--- src/rtl/alarm_pkg.sv ---
// Shared types and defaults for the alarm buzzer slice.
// State encoding, default timing constants and counter sizing.
package alarm_pkg;

  typedef enum logic [1:0] {
    IDLE    = 2'd0,
    GRACE   = 2'd1,
    BEEP    = 2'd2,
    HOLDOFF = 2'd3
  } alarm_state_t;

  localparam int unsigned DEF_GRACE_CYCLES = 8;
  localparam int unsigned DEF_BEEP_HALF    = 4;
  localparam int unsigned DEF_MAX_BEEPS    = 16;

  function automatic int unsigned cnt_w(
    input int unsigned n
  );
    return $clog2(n) + 1;
  endfunction

endpackage

--- src/rtl/alarm_buzzer_if.sv ---
// Driver-side bundle of the alarm buzzer.
// Alarm level and ack in, buzzer status out.
interface alarm_buzzer_if;

  logic sAlarm;
  logic sAck;
  logic sBuzz;
  logic sActive;
  logic sTimeout;

  modport master (
    output sAlarm,
    output sAck,
    input  sBuzz,
    input  sActive,
    input  sTimeout
  );

  modport slave (
    input  sAlarm,
    input  sAck,
    output sBuzz,
    output sActive,
    output sTimeout
  );

endinterface

--- src/rtl/alarm_tone_gen.sv ---
// Beep cadence: phase counter within a period and a saturating
// count of completed periods; cleared while not beeping.
module alarm_tone_gen
  import alarm_pkg::*;
#(
  parameter int unsigned BEEP_HALF = DEF_BEEP_HALF,
  parameter int unsigned MAX_BEEPS = DEF_MAX_BEEPS
) (
  input  logic clk,
  input  logic rst_n,
  input  logic clr_i,
  input  logic en_i,
  output logic buzz_o,
  output logic period_done_o,
  output logic last_beep_o
);

  localparam int unsigned PW = cnt_w(BEEP_HALF);
  localparam int unsigned BW = cnt_w(MAX_BEEPS);

  localparam logic [PW-1:0] PH_HALF = PW'(BEEP_HALF);
  localparam logic [PW-1:0] PH_LAST = PW'(2 * BEEP_HALF - 1);
  localparam logic [BW-1:0] BC_MAX  = BW'(MAX_BEEPS);
  localparam logic [BW-1:0] BC_LAST = BW'(MAX_BEEPS - 1);

  logic [PW-1:0] phase_q, phase_d;
  logic [BW-1:0] beeps_q, beeps_d;

  assign period_done_o = en_i & (phase_q == PH_LAST);
  assign buzz_o        = (phase_q < PH_HALF);
  assign last_beep_o   = (beeps_q == BC_LAST);

  // Advance phase; count a beep at each period end, saturating.
  always_comb begin
    phase_d = phase_q;
    beeps_d = beeps_q;
    if (clr_i) begin
      phase_d = '0;
      beeps_d = '0;
    end else if (en_i) begin
      if (period_done_o) begin
        phase_d = '0;
        if (beeps_q < BC_MAX) begin
          beeps_d = beeps_q + 1'b1;
        end
      end else begin
        phase_d = phase_q + 1'b1;
      end
    end
  end

  // Counter registers.
  always_ff @(posedge clk or negedge rst_n) begin
    if (!rst_n) begin
      phase_q <= '0;
      beeps_q <= '0;
    end else begin
      phase_q <= phase_d;
      beeps_q <= beeps_d;
    end
  end

endmodule

--- src/rtl/alarm_buzzer.sv ---
// Alarm buzzer FSM: grace window, beep cadence, ack/timeout holdoff.
// Build option ALARM_LATCH_EN keeps beeping after sAlarm drops.
module alarm_buzzer
  import alarm_pkg::*;
#(
  parameter int unsigned GRACE_CYCLES = DEF_GRACE_CYCLES,
  parameter int unsigned BEEP_HALF    = DEF_BEEP_HALF,
  parameter int unsigned MAX_BEEPS    = DEF_MAX_BEEPS
) (
  input logic         clk,
  input logic         rst_n,
  alarm_buzzer_if.slave bus
);

  localparam int unsigned GW = cnt_w(GRACE_CYCLES);
  localparam logic [GW-1:0] G_LAST = GW'(GRACE_CYCLES - 1);

  alarm_state_t  state_q, state_d;
  logic [GW-1:0] grace_q, grace_d;
  logic          tmo_q, tmo_d;

  logic tone_buzz;
  logic tone_done;
  logic tone_last;

  alarm_tone_gen #(
    .BEEP_HALF (BEEP_HALF),
    .MAX_BEEPS (MAX_BEEPS)
  ) u_tone (
    .clk           (clk),
    .rst_n         (rst_n),
    .clr_i         (state_q != BEEP),
    .en_i          (state_q == BEEP),
    .buzz_o        (tone_buzz),
    .period_done_o (tone_done),
    .last_beep_o   (tone_last)
  );

  // Next state: ack beats alarm drop beats counter expiry.
  always_comb begin
    state_d = state_q;
    grace_d = grace_q;
    tmo_d   = tmo_q;
    unique case (state_q)
      IDLE: begin
        tmo_d = 1'b0;
        if (bus.sAlarm) begin
          state_d = GRACE;
          grace_d = '0;
        end
      end
      GRACE: begin
        if (bus.sAck) begin
          state_d = HOLDOFF;
          tmo_d   = 1'b0;
        end else if (!bus.sAlarm) begin
          state_d = IDLE;
        end else if (grace_q == G_LAST) begin
          state_d = BEEP;
        end else begin
          grace_d = grace_q + 1'b1;
        end
      end
      BEEP: begin
        if (bus.sAck) begin
          state_d = HOLDOFF;
          tmo_d   = 1'b0;
`ifdef ALARM_LATCH_EN
        end else if (tone_done && tone_last) begin
          state_d = HOLDOFF;
          tmo_d   = 1'b1;
        end
`else
        end else if (!bus.sAlarm) begin
          state_d = IDLE;
        end else if (tone_done && tone_last) begin
          state_d = HOLDOFF;
          tmo_d   = 1'b1;
        end
`endif
      end
      HOLDOFF: begin
        if (!bus.sAlarm) begin
          state_d = IDLE;
          tmo_d   = 1'b0;
        end
      end
      default: begin
        state_d = IDLE;
      end
    endcase
  end

  // State, grace counter and timeout flag registers.
  always_ff @(posedge clk or negedge rst_n) begin
    if (!rst_n) begin
      state_q <= IDLE;
      grace_q <= '0;
      tmo_q   <= 1'b0;
    end else begin
      state_q <= state_d;
      grace_q <= grace_d;
      tmo_q   <= tmo_d;
    end
  end

  assign bus.sBuzz    = (state_q == BEEP) & tone_buzz;
  assign bus.sActive  = (state_q == GRACE) | (state_q == BEEP);
  assign bus.sTimeout = (state_q == HOLDOFF) & tmo_q;

endmodule

--- src/flat_wrapper.sv ---
// flat-port wrapper written by rule: the top's interface ports become plain ports
module alarm_buzzer_flat import alarm_pkg::*;
#(
  parameter int unsigned GRACE_CYCLES = DEF_GRACE_CYCLES,
  parameter int unsigned BEEP_HALF    = DEF_BEEP_HALF,
  parameter int unsigned MAX_BEEPS    = DEF_MAX_BEEPS
)
  (clk, rst_n, bus_sAlarm, bus_sAck, bus_sBuzz, bus_sActive, bus_sTimeout);
  alarm_buzzer_if bus_i ();
  input logic clk;
  input logic rst_n;
  input wire logic [$bits(bus_i.sAlarm)-1:0] bus_sAlarm;
  input wire logic [$bits(bus_i.sAck)-1:0] bus_sAck;
  output wire logic [$bits(bus_i.sBuzz)-1:0] bus_sBuzz;
  output wire logic [$bits(bus_i.sActive)-1:0] bus_sActive;
  output wire logic [$bits(bus_i.sTimeout)-1:0] bus_sTimeout;
  assign bus_i.sAlarm = bus_sAlarm;
  assign bus_i.sAck = bus_sAck;
  assign bus_sBuzz = bus_i.sBuzz;
  assign bus_sActive = bus_i.sActive;
  assign bus_sTimeout = bus_i.sTimeout;
  alarm_buzzer #(.GRACE_CYCLES(GRACE_CYCLES), .BEEP_HALF(BEEP_HALF), .MAX_BEEPS(MAX_BEEPS)) u_core (.clk(clk), .rst_n(rst_n), .bus(bus_i));
endmodule
--- config.mk ---
export PLATFORM = sky130hd
export DESIGN_NAME = alarm_buzzer_flat
export DESIGN_NICKNAME = d
export VERILOG_FILES = /design/src/rtl/alarm_pkg.sv /design/src/rtl/alarm_buzzer_if.sv /design/src/rtl/alarm_tone_gen.sv /design/src/rtl/alarm_buzzer.sv /design/src/flat_wrapper.sv
export SDC_FILE = /design/constraint.sdc
export NUM_CORES = 1
export LEC_CHECK = 0
export CORE_MARGIN = 4
export CORE_UTILIZATION = 30
export DETAILED_ROUTE_END_ITERATION = 10
export PLACE_DENSITY_LB_ADDON = 0.15
export SKIP_LAST_GASP = 1
export SLEW_MARGIN = 5
export SYNTH_ARGS = -nofsm -noshare
export SYNTH_HDL_FRONTEND = slang
export SYNTH_HIERARCHICAL = 1
export SYNTH_SLANG_ARGS = --single-unit
--- constraint.sdc ---
create_clock -name clk -period 2.26 [get_ports clk]
set_input_delay 0.452 -clock clk [delete_from_list [all_inputs] [get_ports clk]]
set_output_delay 0.452 -clock clk [all_outputs]
set_load 0.02 [all_outputs]
==> impl_metrics.toml, run 1 <==
[yosys]
synth_area_leader_cell = "dfrtp_1"
synth_compound_area_share_pct = 9.96
yosysWarnings = 6
async_flop_share_pct = 100
syn_area_per_cell_um2 = 9.88
synth-edff-count = 0
synth_cell_type_count = 35
synth_xor_area_share_pct = 1.72
ys.flop_type = "dfrtp_1"
seq_area_frac_synth_pct = 36.9
netlist_instances = 103
synth_top_family_by_area = "simple AND/OR/NAND/NOR gates"
synthSimpleGateAreaFrac_pct = 23.9
netlist_top_cells_area = "dfrtp_1 (37%), ha_1 (14%), mux2i_1 (5.9%)"
synth.top_cell.area_share_pct = 36.9
synthMuxAreaShare_pct = 8.12
syn_area_um2 = 1020
syn-num-nets = 118
synth-adder-area-share_pct = 13.5
ys_seq_elements = 15

[pwr]
power_density_nw_per_um2 = 887
p_leak_nw = 0.545
max-vdd-ir-drop_uv = 305

[floorplan]
die_h_um = 66.2
chipWidth_um = 66.2
rows = 20
dieArea_um2 = 4390
core_area_um2 = 3150
initial_core_util_pct = 32.3
ios = 7

[worst_setup_path]
r2r_slack_ns = 0.30
cp_slowest_cell = "clkdlybuf4s50_1"
crit_type = "reg -> out"
end_kind = "primary output"
cp_slowest_stage_delay_ns = 0.59
critPathArrivalTime_ns = 1.70
critPathTopFamily = "buffers and inverters"
critical_path_required_ns = 1.81
worst_setup_path_start_kind = "register"
cp_max_fo = 4
crit_chain = "inv_1, ha_1, clkdlybuf4s50_1"
crit_buf_inv = 2

[run]
cap_violations = 0

[sta]
finalCriticalPeriod_ns = 2.15
worst_slew_pin_slew_ns = 0.702
fin_ws_ns = 0.108
slew_headroom_pct = 53.0
skew_ns = 0.00193
setup_violations = 0
fin_crit_sh_pct = 95.2
report.final.slew_viol_count = 0
timing.hold.ws_ns = 0.537
fin_setup_tns_ns = 0
rsz0062_at_grt = "no"
clock.fmax_mhz = 465
final-hold-violation-count = 0

[grt]
grt_antenna_before_repair = 0
gr-total-overflow = 0
grt_usage_pct = 9.86
grt_pass1_wl_mm = 3.41
grt_start_max_net_pins = 16
grt_pass1_vias = 757

[placement]
dp_hpwl_mm = 1.43
port_buffers = 6
place_area_um2 = 1110
pre_cts_ws_ns = 0.231
gp_congestion = 0.740
dpl.cell_count = 150

[route]
num_vias = 730
remaining_drc_errors = 0
drt-initial-drc-count = 22
avgViaCountPerCell = 4.74
dr.pass1.iters = 4
ant_nets = 0
routed_wl_mm = 1.91
wl_per_cell_um = 12.4

[finish]
area_growth_pct = 11.2
final_area_um2 = 1130
final_cell_mix = "dfrtp_1 (15), nor2_1 (12), ha_1 (11)"
fin_nets = 126
fillerInstances = 345
num_antenna_cells = 0
final_common_cell = "dfrtp_1"
fin_cells = 154
drive_gt1_share_pct = 10.0

[cts]
cts_tree = "built"
cts_buffers = 3
clockBufferDepth = 2
clk_pin_slew_ns = 0.10
postCtsSetupBuffers = 0
htreeDepth = 1
cts.repair.resized = 1
root_buffer = "clkbuf_4"
ctsHoldBuffers = 0
clk_latency_ns = 0.28
clock-sinks = 15

[worst_hold_path]
hp-class = "reg -> reg"

[status]
outcome = "completed"
-- logic make-up after synthesis --
group,Yosys count
flip-flops,15
XOR/XNOR,2
adder cells (fa/ha/maj),11
buffers and inverters,11
AND/OR/NAND/NOR,40
AO/OA/AOI/OAI,16
multiplexers,8
-- power breakdown --
group / switching [mW] / total (mW) / internal, mW
clock: 0.0885 / 0.157 / 0.0683
combinational: 0.272 / 0.487 / 0.215
sequential: 0.0467 / 0.360 / 0.313
total: 0.407 / 1.00 / 0.596
-- final cells by class --
type	instances	area (µm²)	share of cell area (%)
well taps	44	55.1	4.87
clock buffers	4	26.3	2.32
multi-input cells	77	582	51.4
repair buffers	7	66.3	5.86
flip-flops and latches	15	375	33.2
inverters	7	26.3	2.32
-- flip-flops by register name, summed over array words and instances (netlist names) --
name,flops
u_core/state_q,2
u_core/tmo_q,1
u_core/u_tone/phase_q,3
u_core/u_tone/beeps_q,5
u_core/grace_q,4
-- cell usage after synthesis (2+ instances only) --
cell,count
dfrtp_1,15
nor2_1,12
ha_1,11
inv_1,7
mux2i_1,6
nand2_1,6
nand3_1,4
o21ai_0,4
a21oi_1,3
nor2b_1,3
and2_1,2
and3_1,2
buf_6,2
nand4b_1,2
o21ai_1,2
o22ai_1,2
xor2_1,2
-- final timing paths --
path	from	endpoint	cells past startpoint
min in group asynchronous	rst_n	u_core/u_tone/beeps_q[0]	1
worst max register to register	u_core/u_tone/phase_q[0]	u_core/state_q[1]	7
worst min register to register	u_core/u_tone/phase_q[1]	u_core/u_tone/phase_q[1]	2
worst max-delay path	u_core/state_q[0]	bus_sActive	3
max in group asynchronous	rst_n	u_core/u_tone/phase_q[2]	1
worst min-delay path	u_core/u_tone/phase_q[1]	u_core/u_tone/phase_q[1]	2
-- metal layers --
layer	GRT usage (%)	vias to the layer above	wire, µm
li1	-	368	-
met4	3.05	0	10
met5	0	-	0
met2	16.6	3	971
met3	2.04	2	33
met1	12.5	357	891
-- metrics by stage --
step	total power [mW]	utilization [%]
after floorplan	0.748	-
after global placement	0.848	35.1
after detailed placement	0.856	35.1
after CTS	1.01	35.9
after global routing	1.09	35.9
final	1.00	35.9
-- worst register-to-register path: stages (launching register included) --
cell and delay (ns):
dfrtp_1 0.40, ha_1 0.21, ha_1 0.29, and2_2 0.24, nand2_1 0.10, nand3_1 0.08, and3_1 0.22, mux2_1 0.31
Power figures use the tool's default switching activity.
==> run 2: changes to the inputs <==
--- a/config.mk
+++ b/config.mk
@@ -5,11 +5,12 @@
 export SDC_FILE = /design/constraint.sdc
 export NUM_CORES = 1
 export LEC_CHECK = 0
+export ABC_CLOCK_PERIOD_IN_PS = 2260
 export CORE_MARGIN = 4
 export CORE_UTILIZATION = 30
 export DETAILED_ROUTE_END_ITERATION = 10
+export HOLD_SLACK_MARGIN = 0.12
 export PLACE_DENSITY_LB_ADDON = 0.15
-export SKIP_LAST_GASP = 1
 export SLEW_MARGIN = 5
 export SYNTH_ARGS = -nofsm -noshare
 export SYNTH_HDL_FRONTEND = slang
==> results of run 2 <==
No change in the layout: final DEF, timing and power equal those of run 1.
==> run 3: changes to the inputs <==
--- a/config.mk
+++ b/config.mk
@@ -6,6 +6,8 @@
 export NUM_CORES = 1
 export LEC_CHECK = 0
 export ABC_CLOCK_PERIOD_IN_PS = 2260
+export CELL_PAD_IN_SITES_DETAIL_PLACEMENT = 0
+export CELL_PAD_IN_SITES_GLOBAL_PLACEMENT = 1
 export CORE_MARGIN = 4
 export CORE_UTILIZATION = 30
 export DETAILED_ROUTE_END_ITERATION = 10
@@ -16,3 +18,4 @@
 export SYNTH_HDL_FRONTEND = slang
 export SYNTH_HIERARCHICAL = 1
 export SYNTH_SLANG_ARGS = --single-unit
+export TNS_END_PERCENT = 30
==> impl_metrics.toml, run 3 (synthesized netlist as in run 1, its figures left out) <==
[placement]
gp_congestion = 0.719
port_buffers = 6
dp_hpwl_mm = 1.44

[sta]
worst_slew_pin_slew_ns = 0.687
report.final.slew_viol_count = 0
fin_setup_tns_ns = 0
setup_violations = 0
slew_headroom_pct = 54.1
finalCriticalPeriod_ns = 2.14
skew_ns = 0.00894
rsz0062_at_grt = "no"
clock.fmax_mhz = 466
fin_crit_sh_pct = 94.9
final-hold-violation-count = 0

[grt]
grt_usage_pct = 9.56
grt_pass1_wl_mm = 3.26
grt_antenna_before_repair = 0
grt_start_max_net_pins = 16
gr-total-overflow = 0
grt_pass1_vias = 701

[worst_setup_path]
worst_setup_path_start_kind = "register"
startpoint = "u_core/state_q[0]"
r2r_start = "u_core/state_q[1]"
end_kind = "primary output"
critPathArrivalTime_ns = 1.69
cp_slowest_cell = "clkdlybuf4s50_1"
crit_chain = "inv_1, ha_1, clkdlybuf4s50_1"
cp_slowest_stage_delay_ns = 0.59
crit_type = "reg -> out"
cp_max_fo = 4
critical_path_required_ns = 1.81

[cts]
cts_buffers = 3
cts.repair.resized = 0
clockBufferDepth = 2
htreeDepth = 1
root_buffer = "clkbuf_4"
clk_pin_slew_ns = 0.08
clk_latency_ns = 0.28
postCtsSetupBuffers = 0
ctsHoldBuffers = 0
cts_tree = "built"
clock-sinks = 15

[route]
drt-initial-drc-count = 35
routed_wl_mm = 1.84
avgViaCountPerCell = 4.48
remaining_drc_errors = 0
wl_per_cell_um = 11.9
ant_nets = 0
num_vias = 694
dr.pass1.iters = 3

[pwr]
power.total_mw = 1.00
power_density_nw_per_um2 = 875
p_leak_nw = 0.563
max-vdd-ir-drop_uv = 351

[finish]
largestRegisters = "u_core/u_tone/beeps_q: 5 flops, u_core/grace_q: 4 flops, u_core/u_tone/phase_q: 3 flops"
largest_reg_flops = 5
final_cell_mix = "dfrtp_1 (15), nor2_1 (12), ha_1 (11)"
drive_gt1_share_pct = 10.8
area_growth_pct = 12.3
fin_nets = 127
final_common_cell = "dfrtp_1"
num_antenna_cells = 0
regMostFlops = "u_core/u_tone/beeps_q"

[floorplan]
dieArea_um2 = 4390
rows = 20
ios = 7
chipWidth_um = 66.2
core_area_um2 = 3150
initial_core_util_pct = 32.3
die_h_um = 66.2

[status]
outcome = "completed"

[run]
cap_violations = 0

[worst_hold_path]
hp-class = "reg -> reg"
worstHoldStart = "u_core/grace_q[1]"
run 3: cell count changes in the layout (fill, tap and decap cells not counted), sizes merged:
cell and delta:
buf +1, dlygate4sd2 -1, dlymetal6s2s +1
run 3: worst max-delay path: cells and delay by family (launching register included):
kind / cells / cell delay, ns
buf+inv: 2 / 0.71
flops: 1 / 0.42
fa+ha+maj: 1 / 0.29
run 3: path summary, 6_finish.rpt:
kind / endpoint / slack (ns) / depth (start not counted)
worst max-delay path: bus_sActive / 0.12 / 3
worst min-delay path: u_core/grace_q[1] / 0.54 / 1
worst max register to register: u_core/grace_q[3] / 0.35 / 6
worst min register to register: u_core/grace_q[1] / 0.54 / 1
max in group asynchronous: u_core/grace_q[0] / 1.24 / 1
min in group asynchronous: u_core/u_tone/beeps_q[2] / 0.58 / 1
run 3: area by class of cell:
| class | count | area, µm² |
|---|---|---|
| clock buffers | 4 | 26.3 |
| fillers | 333 | 2010 |
| inverters | 7 | 26.3 |
| multi-input cells | 77 | 582 |
| flip-flops and latches | 15 | 375 |
| well taps | 44 | 55.1 |
| repair buffers | 8 | 77.6 |
run 3: where the power goes:
| part | total [mW] | leakage [nW] | switching (mW) | internal (mW) |
|---|---|---|---|---|
| sequential | 0.359 | 0.202 | 0.0461 | 0.313 |
| combinational | 0.487 | 0.346 | 0.269 | 0.218 |
| clock | 0.153 | 0.0150 | 0.0848 | 0.0684 |
run 3: layer usage:
metal	wire, µm	vias up	part of all wire (%)	track usage (%)
li1	-	368	-	-
met1	975	319	53	12.5
met2	793	7	43	15.0
met3	70	0	3.8	4.25
met4	0	0	0	0.761
met5	0	-	0	0
run 3: metrics by stage:
step	instance area (µm²)	utilization [%]	setup WS, ns	cells	hold slack [ns]
floorplan	1020	-	0.409	103	0.156
global placement	1110	35.3	0.266	151	0.511
detailed placement	1110	35.3	0.238	151	0.524
CTS	1140	36.2	0.00305	155	0.547
global route	1140	36.2	0.00316	155	0.567
finish	1140	36.2	0.116	155	0.543
